<file path="src/rtl/sparse_loader_pkg.sv">
`default_nettype none
// ============================================================================
// Module      : sparse_loader_pkg
// Description : Shared definitions for the sparse position loader: controller
//               state encoding, default padding / range-limit values and the
//               half-word field positions inside a packed sparse word.
// Revision    : 1.0 - initial release
// ============================================================================
package sparse_loader_pkg;

    // Controller states.
    typedef enum logic [2:0] {
        IDLE     = 3'd0,
        GET_HIGH = 3'd1,
        GET_LOW  = 3'd2,
        WRITE    = 3'd3,
        FILL     = 3'd4,
        DONE     = 3'd5
    } state_e;

    localparam logic [15:0] PAD_POS_DEFAULT = 16'hFFFF;
    localparam int unsigned POS_MAX_DEFAULT = 17669;

    // Packed word layout: {high[31:16], low[15:0]}.
    localparam int HIGH_MSB = 31;
    localparam int HIGH_LSB = 16;
    localparam int LOW_MSB  = 15;
    localparam int LOW_LSB  = 0;

endpackage : sparse_loader_pkg
`default_nettype wire

</file>
<file path="src/rtl/sparse_loader.sv">
`default_nettype none
// ============================================================================
// Module      : sparse_loader
// Description : Collects a stream of 16-bit sparse positions, packs them in
//               pairs into {high, low} words and writes them to a sparse
//               memory of MEM_SPARSE_SIZE words. A stream ended early with
//               pos_last is padded with PAD_POS up to the end of the memory.
//               Optional feature macro: SPARSE_LOADER_RANGE_CHECK_EN enables
//               a sticky flag for accepted positions >= POS_MAX.
// Ports       : clk, rst (sync, active-high)
//               start_load            - one-cycle load request (IDLE only)
//               pos_data/valid/last   - position stream, pos_ready handshake
//               sparse_mem_write_*    - write strobe, packed data, address
//               busy, load_done       - load in progress / completion pulse
//               range_err             - sticky out-of-range flag
// Revision    : 1.0 - initial release
// ============================================================================
module sparse_loader
    import sparse_loader_pkg::*;
#(
    parameter int unsigned WORD_WIDTH      = 32,
    parameter int unsigned MEM_SPARSE_SIZE = 50,
    parameter int unsigned POS_MAX         = POS_MAX_DEFAULT,
    parameter logic [15:0] PAD_POS         = PAD_POS_DEFAULT
) (
    input  logic                  clk,
    input  logic                  rst,
    input  logic                  start_load,
    input  logic [15:0]           pos_data,
    input  logic                  pos_valid,
    input  logic                  pos_last,
    output logic                  pos_ready,
    output logic [WORD_WIDTH-1:0] sparse_mem_write_data,
    output logic                  sparse_mem_write_en,
    output logic [9:0]            sparse_mem_addr_o,
    output logic                  busy,
    output logic                  load_done,
    output logic                  range_err
);

    state_e      state_q, state_d;
    logic [9:0]  idx_q, idx_d;
    logic [15:0] high_q, high_d;
    logic [15:0] low_q, low_d;
    logic        last_q, last_d;   // pos_last has been accepted in this load

    logic        w_xfer;
    logic [9:0]  w_idx_inc;
    logic        w_idx_end;
    logic [31:0] w_word;

    assign w_xfer    = pos_valid && pos_ready;
    assign w_idx_inc = idx_q + 10'd1;
    assign w_idx_end = (w_idx_inc == 10'(MEM_SPARSE_SIZE));

    // Next-state and datapath updates.
    always_comb begin
        state_d = state_q;
        idx_d   = idx_q;
        high_d  = high_q;
        low_d   = low_q;
        last_d  = last_q;
        case (state_q)
            IDLE: begin
                if (start_load) begin
                    state_d = GET_HIGH;
                    idx_d   = '0;
                    last_d  = 1'b0;
                end
            end
            GET_HIGH: begin
                if (w_xfer) begin
                    high_d = pos_data;
                    if (pos_last) begin
                        // Odd-length stream: the missing low half is padding.
                        low_d   = PAD_POS;
                        last_d  = 1'b1;
                        state_d = WRITE;
                    end else begin
                        state_d = GET_LOW;
                    end
                end
            end
            GET_LOW: begin
                if (w_xfer) begin
                    low_d   = pos_data;
                    last_d  = pos_last;
                    state_d = WRITE;
                end
            end
            WRITE: begin
                idx_d = w_idx_inc;
                if (w_idx_end) begin
                    state_d = DONE;
                end else if (last_q) begin
                    state_d = FILL;
                end else begin
                    state_d = GET_HIGH;
                end
            end
            FILL: begin
                idx_d = w_idx_inc;
                if (w_idx_end) begin
                    state_d = DONE;
                end
            end
            DONE: begin
                state_d = IDLE;
            end
            default: begin
                state_d = IDLE;
            end
        endcase
    end

    // Outputs are decoded from the state so reset alone forces them to zero.
    always_comb begin
        w_word = '0;
        if (state_q == WRITE) begin
            w_word[HIGH_MSB:HIGH_LSB] = high_q;
            w_word[LOW_MSB:LOW_LSB]   = low_q;
        end else if (state_q == FILL) begin
            w_word[HIGH_MSB:HIGH_LSB] = PAD_POS;
            w_word[LOW_MSB:LOW_LSB]   = PAD_POS;
        end
    end

    assign pos_ready             = (state_q == GET_HIGH) || (state_q == GET_LOW);
    assign sparse_mem_write_en   = (state_q == WRITE) || (state_q == FILL);
    assign sparse_mem_write_data = WORD_WIDTH'(w_word);
    assign sparse_mem_addr_o     = sparse_mem_write_en ? idx_q : 10'd0;
    assign busy                  = (state_q != IDLE) && (state_q != DONE);
    assign load_done             = (state_q == DONE);

    always_ff @(posedge clk) begin
        if (rst) begin
            state_q <= IDLE;
            idx_q   <= '0;
            high_q  <= '0;
            low_q   <= '0;
            last_q  <= 1'b0;
        end else begin
            state_q <= state_d;
            idx_q   <= idx_d;
            high_q  <= high_d;
            low_q   <= low_d;
            last_q  <= last_d;
        end
    end

`ifdef SPARSE_LOADER_RANGE_CHECK_EN
    logic range_err_q, range_err_d;

    // Sticky until the next accepted start_load; the value itself is still
    // written unchanged.
    always_comb begin
        range_err_d = range_err_q;
        if ((state_q == IDLE) && start_load) begin
            range_err_d = 1'b0;
        end else if (w_xfer && (32'(pos_data) >= POS_MAX)) begin
            range_err_d = 1'b1;
        end
    end

    always_ff @(posedge clk) begin
        if (rst) begin
            range_err_q <= 1'b0;
        end else begin
            range_err_q <= range_err_d;
        end
    end

    assign range_err = range_err_q;
`else
    logic [31:0] w_unused_pos_max;
    assign w_unused_pos_max = 32'(POS_MAX);
    assign range_err        = 1'b0;
`endif

endmodule : sparse_loader
`default_nettype wire
</file>
<file path="config.mk">
export PLATFORM = sky130hd
export DESIGN_NAME = sparse_loader
export DESIGN_NICKNAME = d
export VERILOG_FILES = /design/src/rtl/sparse_loader_pkg.sv /design/src/rtl/sparse_loader.sv
export SDC_FILE = /design/constraint.sdc
export NUM_CORES = 1
export LEC_CHECK = 0
export ABC_CLOCK_PERIOD_IN_PS = 3900
export CAP_MARGIN = 10
export CELL_PAD_IN_SITES_DETAIL_PLACEMENT = 1
export CELL_PAD_IN_SITES_GLOBAL_PLACEMENT = 2
export CORE_ASPECT_RATIO = 0.8
export CORE_MARGIN = 10
export CORE_UTILIZATION = 27
export DETAILED_ROUTE_END_ITERATION = 8
export PLACE_DENSITY_LB_ADDON = 0.1
export SYNTH_ARGS = -nofsm -noshare
export SYNTH_HDL_FRONTEND = slang
export SYNTH_SLANG_ARGS = --single-unit
</file>
<file path="constraint.sdc">
create_clock -name clk -period 3.9 [get_ports clk]
set_clock_uncertainty 0.05 [all_clocks]
set_input_delay 0.975 -clock clk [delete_from_list [all_inputs] [get_ports clk]]
set_output_delay 0.975 -clock clk [all_outputs]
set_load 0.02 [all_outputs]
</file>
## Word-level counts from Yosys, hierarchy flattened

Index checks and enable logic that the tools add are counted.

| storage, ports and cells | value |
|---|---|
| register bits | 46 |
| bits in latches | 0 |
| bits in writable memories | 0 |
| ROM bits | 0 |
| bits of input ports | 21 |
| memories | 0 |

| cells by class | value |
|---|---|
| add/subtract/negate cells | 1 |
| $mul | 0 |
| div/mod/pow operators | 0 |
| order comparisons | 0 |
| equality and inequality tests | 12 |
| shift operators | 0 |
| multiplexer cells | 22 |
| bitwise logic cells | 0 |
| reductions and logical operators | 15 |

Operators with widths:

| cell | count |
|---|---|
| $mux 32 | 2 |
| $mux 16 | 3 |
| $pmux 16 s2 | 1 |
| $mux 10 | 2 |
| $pmux 10 s2 | 1 |
| $mux 3 | 6 |
| $pmux 3 s5 | 1 |
| $add 10x1->10 const B | 1 |
| $eq 10x6->1 const B | 1 |
| $ne 2x2->1 const B | 5 |
| $reduce_and 4->1 | 2 |
| $eq 3x2->1 const B | 2 |
| $eq 3x3->1 const B | 2 |
| $reduce_bool 3->1 | 2 |
| $mux 1 | 5 |
| $reduce_and 5->1 | 1 |
| $reduce_and 2->1 | 2 |
| $reduce_bool 2->1 | 2 |
| $eq 3x1->1 const B | 1 |
| $logic_not 3->1 | 1 |
| $ne 3x3->1 const B | 1 |
| $pmux 1 s3 | 1 |
| $logic_and 1x1->1 | 2 |
| $logic_or 1x1->1 | 2 |
| $reduce_or 2->1 | 1 |

## Longest topological paths before layout

| depth | value |
|---|---|
| depth in word-level cells | 5 |
| depth in mapped cells | 9 |

## Worst setup path before layout

No wires, ideal clock.

| timing path | value |
|---|---|
| path type | flip-flop to output port |
| from | register state_q[2] |
| to | output port sparse_mem_addr_o[0] |
| data arrival time | 1.705 ns |
| data required time | 2.875 ns |
| setup slack | 1.170 ns |
| stages on the path, launching flop included | 9 |
| path through | dfxtp_1 -> buf_4 -> or3b_1 -> buf_2 -> and2_4 -> buf_6 -> clkinv_2 -> buf_2 -> and2_1 |

| between the ends | value |
|---|---|
| word-level cells in the longest chain between the ends | 3 |
| elaborated cells on any way between the ends | 4 |
| classes of those cells | eq/ne: 2; mux: 1; reduce/logical: 1 |

RTL lines:

| what | line | text |
|---|---|---|
| start, declared | sparse_loader.sv:41 | `state_e state_q, state_d;` |
| start signal, assigned | sparse_loader.sv:143 | `state_q <= state_d;` |
| $eq 3x2->1 / $eq 3x3->1 (equally long branches) | sparse_loader.sv:129 | `assign sparse_mem_write_en = (state_q == WRITE) \|\| (state_q == FILL);` |
| $logic_or 1x1->1 (*) | sparse_loader.sv:129 |  |
| via sparse_mem_write_en | sparse_loader.sv:34 | `output logic sparse_mem_write_en,` |
| $mux 10 (*) | sparse_loader.sv:131 | `assign sparse_mem_addr_o = sparse_mem_write_en ? idx_q : 10'd0;` |
| end, declared | sparse_loader.sv:35 | `output logic [9:0] sparse_mem_addr_o,` |

Mark *: on every way through the listed nets, which the timed path passes. The rest lies on a longest branch.

## Final worst setup path

| timing path | value |
|---|---|
| from | register state_q[0] |
| to | output port sparse_mem_addr_o[2] |

| between the ends | value |
|---|---|
| word-level cells in the longest chain between the ends | 3 |
| elaborated cells on any way between the ends | 4 |
| classes of those cells | eq/ne: 2; mux: 1; reduce/logical: 1 |

RTL lines:

| what | line |
|---|---|
| $eq 3x2->1 / $eq 3x3->1 (equally long branches) | sparse_loader.sv:129 |
| $logic_or 1x1->1 (*) | sparse_loader.sv:129 |
| $mux 10 (*) | sparse_loader.sv:131 |

Every way passes the cells marked *; elsewhere a longest branch is shown, timed or not.

==> PnR_summary.wiki <==
{| class="wikitable"
! Metric !! Value
|-
| Startpoint of the lowest-slack register-to-register path || idx_q[0]
|-
| Library cell with the highest instance count after synthesis || sky130_fd_sc_hd__nand2_1
|-
| Status || complete, no violations
|-
| Warnings, synthesis || 0
|-
| Worst Setup Slack, final || approximately 550 ps
|-
| Clock root buffer || sky130_fd_sc_hd__clkbuf_16
|-
| Max-cap violation count || 0
|-
| Worst min-delay path endpoint || high_q[15]
|-
| RD Place Congestion || 0.818
|-
| Worst Reg-to-Reg Cells || 6
|-
| Count of antenna-violating nets left after detailed routing || 0
|-
| Leftover overflow at the end of global routing || 0
|-
| Clock period minus worst slack || 3350 ps
|-
| Final Hold Viols || 0
|-
| Leading cell types by count after synthesis || sky130_fd_sc_hd__nand2_1 (105), sky130_fd_sc_hd__nor2_1 (52), sky130_fd_sc_hd__dfxtp_1 (46)
|-
| Relative contribution of the clock network to total power || 0.394
|-
| Most used flip-flop cell after synthesis || sky130_fd_sc_hd__dfxtp_1
|-
| Total nets after synthesis || 380
|-
| Fill cell total of the finished layout || roughly 1100
|-
| Die footprint || between 10000 and 15000 µm²
|-
| Cell types occupying the most area after synthesis || sky130_fd_sc_hd__dfxtp_1 (37%), sky130_fd_sc_hd__nand2_1 (16%), sky130_fd_sc_hd__nor2_1 (7.9%), sky130_fd_sc_hd__a211oi_1 (5.8%), sky130_fd_sc_hd__a21oi_1 (5.5%)
|-
| Number of antenna violations at the first check in global routing || 0
|-
| Setup repair after global routing missed its margin || no
|-
| Chip Width || 127 µm
|-
| Post-synth design cell area || 2460 µm²
|-
| Detail Route met3 WL || 413 µm
|-
| TritonCTS clock tree || done
|-
| Post-Route WL || 7970 µm
|-
| Critical path cell sequence || or3b_1, and2_4, clkinv_2, and2_1, clkdlybuf4s50_1
|-
| Worst max-slew margin expressed relative to the limit || 0.352
|-
| Layout area overhead || 35.0%
|-
| Later-pin clock latency in the skew report || 280 ps
|-
| Initial standard-cell utilization of the core || 0.274
|-
| Post-route clock period utilization || 0.858
|-
| Peak per-stage delay on the critical path || slightly above 600 ps
|-
| CTS clk-pin slew, worst paths || roughly 70 ps
|-
| Row count || 31
|-
| Setup WS pre-CTS || approximately 840 ps
|-
| Maximum count of clock buffers along a single path || 2
|-
| Power density over cell area || approximately 380 nW/µm²
|-
| Number of stages on the worst hold path || 2
|-
| Arrival time at the worst endpoint || 2320 ps
|-
| Number of synthesized register bits || 46
|-
| Hold/Removal Path Class || reg -> reg
|-
| Total count of max-transition violations in the final report || 0
|-
| Total clock buffers created by CTS || 5
|-
| Slowest cell on the critical path || sky130_fd_sc_hd__clkdlybuf4s50_1
|-
| Reported net switching power || 346 µW
|-
| Count of flip-flops with a built-in enable after synthesis || 0
|-
| Dominant cell type by area after synthesis || sky130_fd_sc_hd__dfxtp_1
|-
| Net switching fraction of the power || 0.278
|-
| Number of cells upsized or downsized after cts || 0
|-
| Portion of synthesized cell area occupied by the leading cell type || 0.375
|-
| Met2 Wirelength || 3500 µm
|-
| Highest routed layer || met4
|-
| Share of synthesized flip-flops with an asynchronous set or reset || 0
|-
| Worst reg-to-reg setup slack || approximately 1700 ps
|-
| Global-route wire length before repair || 13300 µm
|-
| Startpoint of the most critical hold path || high_q[15]
|-
| Cell internal power dissipation || 898 µW
|-
| Pin count of the biggest net entering global routing || 50
|-
| Sum of negative setup slack || 0 ps
|-
| Number of nets in the final layout || 427
|-
| Final setup violating endpoints || 0
|-
| Via count of the first global-routing pass || roughly 2600
|-
| DRC errors left || 0
|-
| Critical path class || reg -> out
|-
| Endpoint required time on the critical path || 2870 ps
|-
| Startpoint kind of the worst setup timing path || flip-flop
|-
| Drt initial violations || 161
|-
| Core ar. || 8960 µm²
|-
| Fraction of power consumed by sequential logic || 0.431
|-
| Number of port buffers || 66
|-
| Reg2Reg Capture Point || state_q[0]
|-
| Number of antenna cells inserted || 0
|-
| LEAKAGE || 0.00130 µW
|-
| Crit-path max FO || 18
|-
| Portion of the post-synthesis area used by sequential elements || 0.375
|-
| Number of top-level design ports || 68
|-
| Combined global-route utilization of all metal layers || 0.118
|-
| Post-CTS Setup Bufs || 0
|-
| Capturing element type of the critical path || output pin
|-
| Max frequency || about 300 MHz
|-
| Synthesized area divided by synthesized cell count || 6.88 µm²
|-
| Share of power burned in combinational logic || 0.175
|-
| Met1 routed wirelength after detailed routing || 4020 µm
|-
| Number of hold-repair buffers added at the cts stage || 0
|-
| Post-DR vias/cell || 4.81
|-
| Chip height || 105 µm
|-
| Maximum resistive drop on vdd || 0.200 mV
|-
| Routed wire per std cell || 15.3 µm
|-
| Clk sink count || 46
|-
| Vias after detailed routing || 2501
|-
| Fraction of final layout cells sized beyond drive strength 1 || 0.0519
|-
| CTS H-Tree Depth || 2
|-
| Count of distinct cell types in the synthesized netlist || 45
|-
| Post-DP HPWL || 5630 µm
|-
| Transition time of the tightest slew-check pin || between 900 and 1000 ps
|-
| Instance count of the mapped netlist || 357
|-
| Initial DRT Pass Iterations || 4
|}
layout make-up:
| cell class | count | area [µm²] | area share |
|---|---|---|---|
| clock buffers | 5 | 125 | 0.0377 |
| clock inverters | 3 | 43.8 | 0.0132 |
| inverters | 4 | 16.3 | 0.00490 |
| multi-input cells | 277 | 1380 | 0.416 |
| flip-flops and latches | 46 | 921 | 0.278 |
| well taps | 115 | 144 | 0.0434 |
| repair buffers | 70 | 686 | 0.207 |
power groups by stage:
stage	clock network, µW	registers (µW)	logic [µW]
2_1_floorplan	0	532	152
3_3_place_gp	0	546	219
3_5_place_dp	0	548	221
4_1_cts	506	537	222
5_1_grt	530	544	247
6_report	490	537	218
layout by cell type, fill, tap and decap left out, types with 3 or more instances in the layout:
cell,instances
sky130_fd_sc_hd__nand2_1,105
sky130_fd_sc_hd__and3_1,3
sky130_fd_sc_hd__dfxtp_1,46
sky130_fd_sc_hd__nand3b_1,5
sky130_fd_sc_hd__nor3_1,3
sky130_fd_sc_hd__nor2_1,51
sky130_fd_sc_hd__inv_1,3
sky130_fd_sc_hd__a22oi_1,3
sky130_fd_sc_hd__nand3_1,7
sky130_fd_sc_hd__a31oi_1,4
sky130_fd_sc_hd__o21ai_0,9
sky130_fd_sc_hd__clkbuf_16,5
sky130_fd_sc_hd__a211oi_1,19
sky130_fd_sc_hd__and2_1,10
sky130_fd_sc_hd__buf_4,4
sky130_fd_sc_hd__clkdlybuf4s50_1,65
sky130_fd_sc_hd__a21oi_1,27
sky130_fd_sc_hd__nand2b_1,3
how the worst max path moves through the flow:
stage | endpoint | from | cells past startpoint
2_1_floorplan | sparse_mem_addr_o[0] | state_q[2] | 8
4_1_cts | sparse_mem_addr_o[2] | state_q[0] | 5
6_report | sparse_mem_addr_o[2] | state_q[0] | 5
5_1_grt | sparse_mem_addr_o[2] | state_q[0] | 5
3_3_place_gp | sparse_mem_addr_o[2] | state_q[0] | 5
3_5_place_dp | sparse_mem_addr_o[7] | state_q[0] | 5
metal layers:
metal,vias up,global-route usage
met3,2,0.0371
met1,1181,0.159
met4,0,0.0235
li1,1280,-
met5,-,0
met2,38,0.180
metrics by stage:
| stage | power [µW] | utilization | area [µm²] | cells | hold WS, ps |
|---|---|---|---|---|---|
| floorplan | 684 | - | 2460 | 357 | 387 |
| global placement | 765 | 0.351 | 3150 | 512 | 394 |
| detailed placement | 769 | 0.351 | 3150 | 512 | 398 |
| CTS | 1270 | 0.370 | 3320 | 520 | 409 |
| global route | 1320 | 0.370 | 3320 | 520 | 431 |
| finish | 1240 | 0.370 | 3320 | 520 | 404 |
critical path, delay by kind of cell (launching register included):
kind                   cells  cell delay (ps)
AND/OR/NAND/NOR            3              820
buffers and inverters      2              780
flip-flops                 1              430
flip-flops by register name, summed over array words and instances, names as in the netlist:
register  flops
idx_q        10
state_q       3
low_q        16
last_q        1
high_q       16
logic make-up after synthesis:
logic type                 count (synthesis)  synth area share
AOI/OAI and AO/OA                         72             0.187
xor gates and xnor gates                   2           0.00713
adders and majority gates                  2            0.0102
buffers and inverters                     34            0.0637
DFF                                       46             0.375
muxes                                      1           0.00458
other                                      1           0.00153
and+or+nand+nor                          199             0.351
(Power assumes the default switching activity.)
